## src/rtl/rv32i_fetch_pkg.sv

```systemverilog
// Shared types and helpers for the RV32I instruction fetch slice.
package rv32i_fetch_pkg;

  localparam int unsigned XLEN    = 32;
  localparam int unsigned PC_STEP = 4;

  typedef enum logic [1:0] {
    IDLE   = 2'd0,
    FETCH  = 2'd1,
    HALTED = 2'd2,
    FAULT  = 2'd3
  } fetch_state_t;

  typedef struct packed {
    logic [XLEN-1:0] pc;
    logic [XLEN-1:0] instr;
  } fetch_entry_t;

  // Word aligned and inside a 2^addr_w word memory; also catches pc+4 wrap.
  function automatic logic addr_legal(input logic [XLEN-1:0] addr, input int unsigned addr_w);
    logic [XLEN-1:0] hi;
    hi = addr >> (addr_w + 2);
    return (addr[1:0] == 2'b00) && (hi == '0);
  endfunction

endpackage

```

## src/rtl/fetch_buffer.sv

```systemverilog
// Small synchronous FIFO of {pc, instr} pairs; flush beats push and pop.
module fetch_buffer
  import rv32i_fetch_pkg::*;
#(
  parameter int unsigned DEPTH = 2
) (
  input  logic                     clk,
  input  logic                     rst,
  input  logic                     push,
  input  logic                     pop,
  input  logic                     flush,
  input  fetch_entry_t             wr_data,
  output fetch_entry_t             rd_data,
  output logic                     full,
  output logic                     empty,
  output logic [$clog2(DEPTH):0]   count
);

  localparam int unsigned PTR_W = $clog2(DEPTH);
  localparam int unsigned CNT_W = PTR_W + 1;

  fetch_entry_t     mem [DEPTH];
  logic [PTR_W-1:0] wr_ptr;
  logic [PTR_W-1:0] rd_ptr;
  logic             pop_ok;
  logic             push_ok;

  assign full    = (count == CNT_W'(DEPTH));
  assign empty   = (count == '0);
  assign pop_ok  = pop && !empty;
  assign push_ok = push && (!full || pop_ok);
  assign rd_data = empty ? '0 : mem[rd_ptr];

  always_ff @(posedge clk) begin
    if (rst || flush) begin
      wr_ptr <= '0;
      rd_ptr <= '0;
      count  <= '0;
    end else begin
      if (push_ok) wr_ptr <= wr_ptr + PTR_W'(1);
      if (pop_ok)  rd_ptr <= rd_ptr + PTR_W'(1);
      count <= count + CNT_W'(push_ok) - CNT_W'(pop_ok);
    end
  end

  // Storage needs no reset; empty gating hides stale contents.
  always_ff @(posedge clk) begin
    if (push_ok && !flush && !rst) mem[wr_ptr] <= wr_data;
  end

endmodule

```

## src/rtl/fetch_controller.sv

```systemverilog
// RV32I fetch sequencer: owns the PC, reads the combinational imem and
// buffers {pc, instr} pairs toward decode with redirect/halt/fault handling.
module fetch_controller
  import rv32i_fetch_pkg::*;
#(
  parameter int unsigned ADDR_W     = 10,
  parameter int unsigned INSTR_LEN  = 32,
  parameter int unsigned FIFO_DEPTH = 2
) (
  input  logic                 i_clk,
  input  logic                 i_rst,
  input  logic                 i_start,
  input  logic [31:0]          i_boot_pc,
  output logic [ADDR_W-1:0]    o_imem_addr,
  input  logic [INSTR_LEN-1:0] i_imem_data,
  output logic [INSTR_LEN-1:0] o_instr,
  output logic [31:0]          o_instr_pc,
  output logic                 o_instr_valid,
  input  logic                 i_instr_ready,
  input  logic                 i_redirect,
  input  logic [31:0]          i_redirect_pc,
  input  logic                 i_halt,
  output logic                 o_busy,
  output logic                 o_fault,
  output logic [31:0]          o_fault_pc
);

  localparam int unsigned CNT_W = $clog2(FIFO_DEPTH) + 1;

  fetch_state_t    state;
  fetch_state_t    state_next;
  logic [XLEN-1:0] pc;
  logic [XLEN-1:0] pc_next;
  logic            fault_next;
  logic [XLEN-1:0] fault_pc_next;

  logic            push;
  logic            pop;
  logic            flush;
  logic            full;
  logic            empty;
  logic [CNT_W-1:0] count;
  fetch_entry_t    wr_entry;
  fetch_entry_t    head;

  logic pc_ok;
  logic boot_ok;
  logic redir_ok;
  logic fetch_go;

  assign pc_ok    = addr_legal(pc, ADDR_W);
  assign boot_ok  = addr_legal(i_boot_pc, ADDR_W);
  assign redir_ok = addr_legal(i_redirect_pc, ADDR_W);

  assign pop      = !empty && i_instr_ready;
  assign fetch_go = (state == FETCH) && !i_redirect && !i_halt && (!full || pop);

  assign wr_entry.pc    = pc;
  assign wr_entry.instr = XLEN'(i_imem_data);

  fetch_buffer #(.DEPTH(FIFO_DEPTH)) u_buffer (
    .clk     (i_clk),
    .rst     (i_rst),
    .push    (push),
    .pop     (pop),
    .flush   (flush),
    .wr_data (wr_entry),
    .rd_data (head),
    .full    (full),
    .empty   (empty),
    .count   (count)
  );

  assign o_imem_addr   = pc[ADDR_W+1:2];
  assign o_instr       = INSTR_LEN'(head.instr);
  assign o_instr_pc    = head.pc;
  assign o_instr_valid = !empty;
  assign o_busy        = (state == FETCH) || (count != '0);

  // State register
  always_ff @(posedge i_clk) begin
    if (i_rst) state <= IDLE;
    else       state <= state_next;
  end

  // Next-state logic; inside FETCH redirect beats halt beats fetch.
  always_comb begin
    state_next = state;
    case (state)
      FETCH: begin
        if (i_redirect)                state_next = redir_ok ? FETCH : FAULT;
        else if (i_halt)               state_next = HALTED;
        else if (fetch_go && !pc_ok)   state_next = FAULT;
      end
      default: begin
        if (i_start) state_next = boot_ok ? FETCH : FAULT;
      end
    endcase
  end

  // Output / datapath control
  always_comb begin
    push          = 1'b0;
    flush         = 1'b0;
    pc_next       = pc;
    fault_next    = o_fault;
    fault_pc_next = o_fault_pc;
    case (state)
      FETCH: begin
        if (i_redirect) begin
          flush = 1'b1;
          if (redir_ok) begin
            pc_next = i_redirect_pc;
          end else begin
            fault_next    = 1'b1;
            fault_pc_next = i_redirect_pc;
          end
        end else if (fetch_go) begin
          if (pc_ok) begin
            push    = 1'b1;
            pc_next = pc + XLEN'(PC_STEP);
          end else begin
            fault_next    = 1'b1;
            fault_pc_next = pc;
          end
        end
      end
      default: begin
        if (i_start) begin
          flush = 1'b1;
          if (boot_ok) begin
            pc_next    = i_boot_pc;
            fault_next = 1'b0;
          end else begin
            fault_next    = 1'b1;
            fault_pc_next = i_boot_pc;
          end
        end
      end
    endcase
  end

  always_ff @(posedge i_clk) begin
    if (i_rst) begin
      pc         <= '0;
      o_fault    <= 1'b0;
      o_fault_pc <= '0;
    end else begin
      pc         <= pc_next;
      o_fault    <= fault_next;
      o_fault_pc <= fault_pc_next;
    end
  end

endmodule

```

## config.mk

```make
export PLATFORM = sky130hd
export DESIGN_NAME = fetch_controller
export DESIGN_NICKNAME = d
export VERILOG_FILES = /design/src/rtl/rv32i_fetch_pkg.sv /design/src/rtl/fetch_buffer.sv /design/src/rtl/fetch_controller.sv
export SDC_FILE = /design/constraint.sdc
export NUM_CORES = 1
export LEC_CHECK = 0
export BUFFER_PORTS_ARGS = -buffer_cell sky130_fd_sc_hd__buf_2
export CAP_MARGIN = 30
export CORE_ASPECT_RATIO = 0.8
export CORE_MARGIN = 8
export CORE_UTILIZATION = 40
export DETAILED_ROUTE_END_ITERATION = 6
export PLACE_DENSITY_LB_ADDON = 0.3
export SLEW_MARGIN = 20
export SYNTH_ARGS = -nofsm -noshare
export SYNTH_HDL_FRONTEND = slang
export SYNTH_SLANG_ARGS = --single-unit
```

## constraint.sdc

```tcl
create_clock -name i_clk -period 4.15 [get_ports i_clk]
set_input_delay 0.2075 -clock i_clk [delete_from_list [all_inputs] [get_ports i_clk]]
set_output_delay 0.2075 -clock i_clk [all_outputs]
set_load 0.005 [all_outputs]
```

==> impl_metrics.env <==
export IMPL_peakVddDrop_v=0.000203
export IMPL_skew_ps=18.5
export IMPL_worst_slew_pin_transition_ps=848
export IMPL_fmax_mhz=360
export IMPL_critPathCaptureType="register"
export IMPL_insertion_delay_ps=430
export IMPL_mostFrequentLayoutCell="buf_2"
export IMPL_final_cells=1235
export IMPL_cts_tree="done"
export IMPL_synth_enable_flop_cells=128
export IMPL_hp_start="i_start"
export IMPL_r2r_cells=6
export IMPL_drcViolationCount=0
export IMPL_coreArea_um2=21300
export IMPL_die_y_um=147
export IMPL_port_buffer_count=210
export IMPL_num_rows=48
export IMPL_grt_max_degree=66
export IMPL_worstSetupPathType="register to register"
export IMPL_cts_made_buffers=17
export IMPL_worstPathMaxFanout=49
export IMPL_syn_num_nets=833
export IMPL_synth_avg_cell_area_um2=11.8
export IMPL_fp_dieArea_um2=26500
export IMPL_startpoint_type="register"
export IMPL_cts_root_buf="clkbuf_16"
export IMPL_power_density_nw_per_um2=382
export IMPL_start_util_pct=40.3
export IMPL_ys_seq_area_share_pct=61.5
export IMPL_gr_usage_all_layers_pct=16.4
export IMPL_fillers=1922
export IMPL_relSlewSlack_pct=43.4
export IMPL_synthCells=728
export IMPL_synth_area_um2=8600
export IMPL_multi_input_area_um2=3060
export IMPL_ys_flop_type="edfxtp_1"
export IMPL_final_cell_mix="buf_2, edfxtp_1, nor2_1"
export IMPL_hold_viol=0
export IMPL_min_period_ps=2780
export IMPL_hold_worst_slack_ps=69.8
export IMPL_drtPass1Iterations=7
export IMPL_r2r_end="u_buffer.mem[0][33]"
export IMPL_gp_congestion=0.796
export IMPL_yosysWarnings=0
export IMPL_grt_overflow=0
export IMPL_vias_per_cell=4.98
export IMPL_syn_to_final_growth_pct=24.8
export IMPL_ios=211
export IMPL_num_vias=6147
export IMPL_cp_arrival_ps=2880
export IMPL_seqCellArea_um2=5290
export IMPL_antenna_found_initial=0
export IMPL_rsz0062_at_grt="false"
export IMPL_cts_htree_levels=4
export IMPL_nets=1052
export IMPL_max_cap_violations=0
export IMPL_synthArstFlopShare_pct=0
export IMPL_place_inst=1170
export IMPL_ant_nets=0
export IMPL_ctsLongestPathBuffers=2
export IMPL_initialDrtViolationCount=408
export IMPL_path_clk_slew_ps=70
export IMPL_cp_required_ps=4250
export IMPL_clock_sinks=200
export IMPL_hold_end="state[0]"
export IMPL_setup_viol=0
export IMPL_worstSetupStartpoint="pc[25]"
export IMPL_p_leak_uw=0.00435
export IMPL_grt_pass1_vias=6011
export IMPL_postCtsSetupBuffers=0
export IMPL_dp_hpwl_um=15400
export IMPL_ys_ff_latch=200
export IMPL_n_antenna_cell=0
export IMPL_final_util_pct=50.3
export IMPL_rrSetupSlack_ps=1370
export IMPL_wirelength_um=21800
export IMPL_power_uw=4100
export IMPL_worstReg2RegStart="pc[25]"
export IMPL_period_share_pct=67.0
export IMPL_hp_class="input port to register"
export IMPL_holdPathStages=3
export IMPL_tns_ps=0
export IMPL_grt_pass1_wl_um=34300
export IMPL_yosysUniqueCellTypes=58
export IMPL_drive_gt1_share_pct=28.4
export IMPL_finalMaxSlewViolations=0
export IMPL_die_width_um=180
export IMPL_outcome="finished, final reports clean"
export IMPL_wl_per_cell_um=17.7
layer usage:
metal  up-vias  GRT usage [%]  share of wire, %
met5         -              0                 0
met4         0           3.87              0.62
met3         9           5.33               7.8
met2       244           22.9                41
met1      2835           24.0                51
li1       3059              -                 -
worst max-delay path: stages, from the launching register on:
cell     delay [ps]
dfxtp_1         350
nor4_1          440
nand2_1         220
nor4b_2         460
nand2_1         170
nor2_4          430
buf_12          330
metrics by stage:
step	instance area [µm²]	worst slack [ps]
2_1_floorplan	8600	716
3_3_place_gp	9850	1300
3_5_place_dp	9850	1310
4_1_cts	10700	1340
5_1_grt	10700	1120
6_report	10700	1370
synthesized netlist by cell type, types with 3 or more instances:
cell | n | area (µm²)
edfxtp_1 | 128 | 3840
nor2_1 | 117 | 439
mux2i_1 | 109 | 1090
dfxtp_1 | 72 | 1440
nand2_1 | 51 | 191
o21ai_0 | 41 | 205
and2_1 | 23 | 144
clkbuf_1 | 17 | 63.8
a21oi_1 | 15 | 75.1
buf_1 | 15 | 56.3
buf_4 | 13 | 97.6
nor4_1 | 13 | 81.3
nand3_1 | 10 | 50.1
nor3_1 | 9 | 45.0
nor2b_1 | 8 | 50.1
and3_1 | 6 | 37.5
buf_2 | 5 | 25.0
inv_1 | 5 | 18.8
a211oi_1 | 4 | 30.0
nand4_1 | 4 | 25.0
o211ai_1 | 4 | 30.0
xnor2_1 | 4 | 35.0
a311oi_1 | 3 | 26.3
a31o_2 | 3 | 26.3
ha_1 | 3 | 37.5
nor3_2 | 3 | 30.0
o221ai_1 | 3 | 26.3
xor2_1 | 3 | 26.3
timing repair:
action | CTS | global route
hold endpoints to repair | 65 | 0
gates resized for setup | 0 | 0
endpoints found under the setup margin | 0 | 0
hold buffers | 33 | 0
area by class of cell:
| class | count | share of cell area (%) |
|---|---|---|
| Sequential cell | 200 | 49.3 |
| Multi-Input combinational cell | 471 | 28.5 |
| Inverter | 6 | 0.210 |
| Clock buffer | 18 | 4.00 |
| Timing Repair Buffer | 251 | 13.7 |
| Tap cell | 275 | 3.21 |
| Clock inverter | 14 | 1.14 |
sequential cells by signal, summed over array words and instances, names as in the netlist, named ones only:
| name | count |
|---|---|
| o_fault | 1 |
| o_fault_pc | 32 |
| pc | 32 |
| state | 2 |
| u_buffer.count | 2 |
| u_buffer.mem | 128 |
| u_buffer.rd_ptr | 1 |
| u_buffer.wr_ptr | 1 |
power breakdown:
part | total [µW] | internal [µW] | switching (µW)
combinational | 363 | 166 | 196
sequential | 2180 | 2140 | 32.1
clock | 1560 | 830 | 730
total | 4100 | 3140 | 959
logic make-up (layout without fill, tap and decap cells):
group	after synthesis	in the layout	share of synthesized area, %
simple gates	265	265	15.2
compound gates	87	87	6.27
xor+xnor	7	7	0.713
mux	109	109	12.7
flops	200	200	61.5
fa+ha+maj	3	3	0.437
buf+inv	57	289	3.22
worst max-delay path by stage:
stage | to | slack, ps | cells after the start
global route | u_buffer.mem[0][61] | 1120 | 6
finish | u_buffer.mem[0][33] | 1370 | 6
CTS | u_buffer.mem[0][32] | 1340 | 6
detailed placement | u_buffer.mem[0][58] | 1310 | 7
floorplan | u_buffer.mem[0][0] | 720 | 7
global placement | u_buffer.mem[0][57] | 1300 | 6
Power figures use the tool's default switching activity.
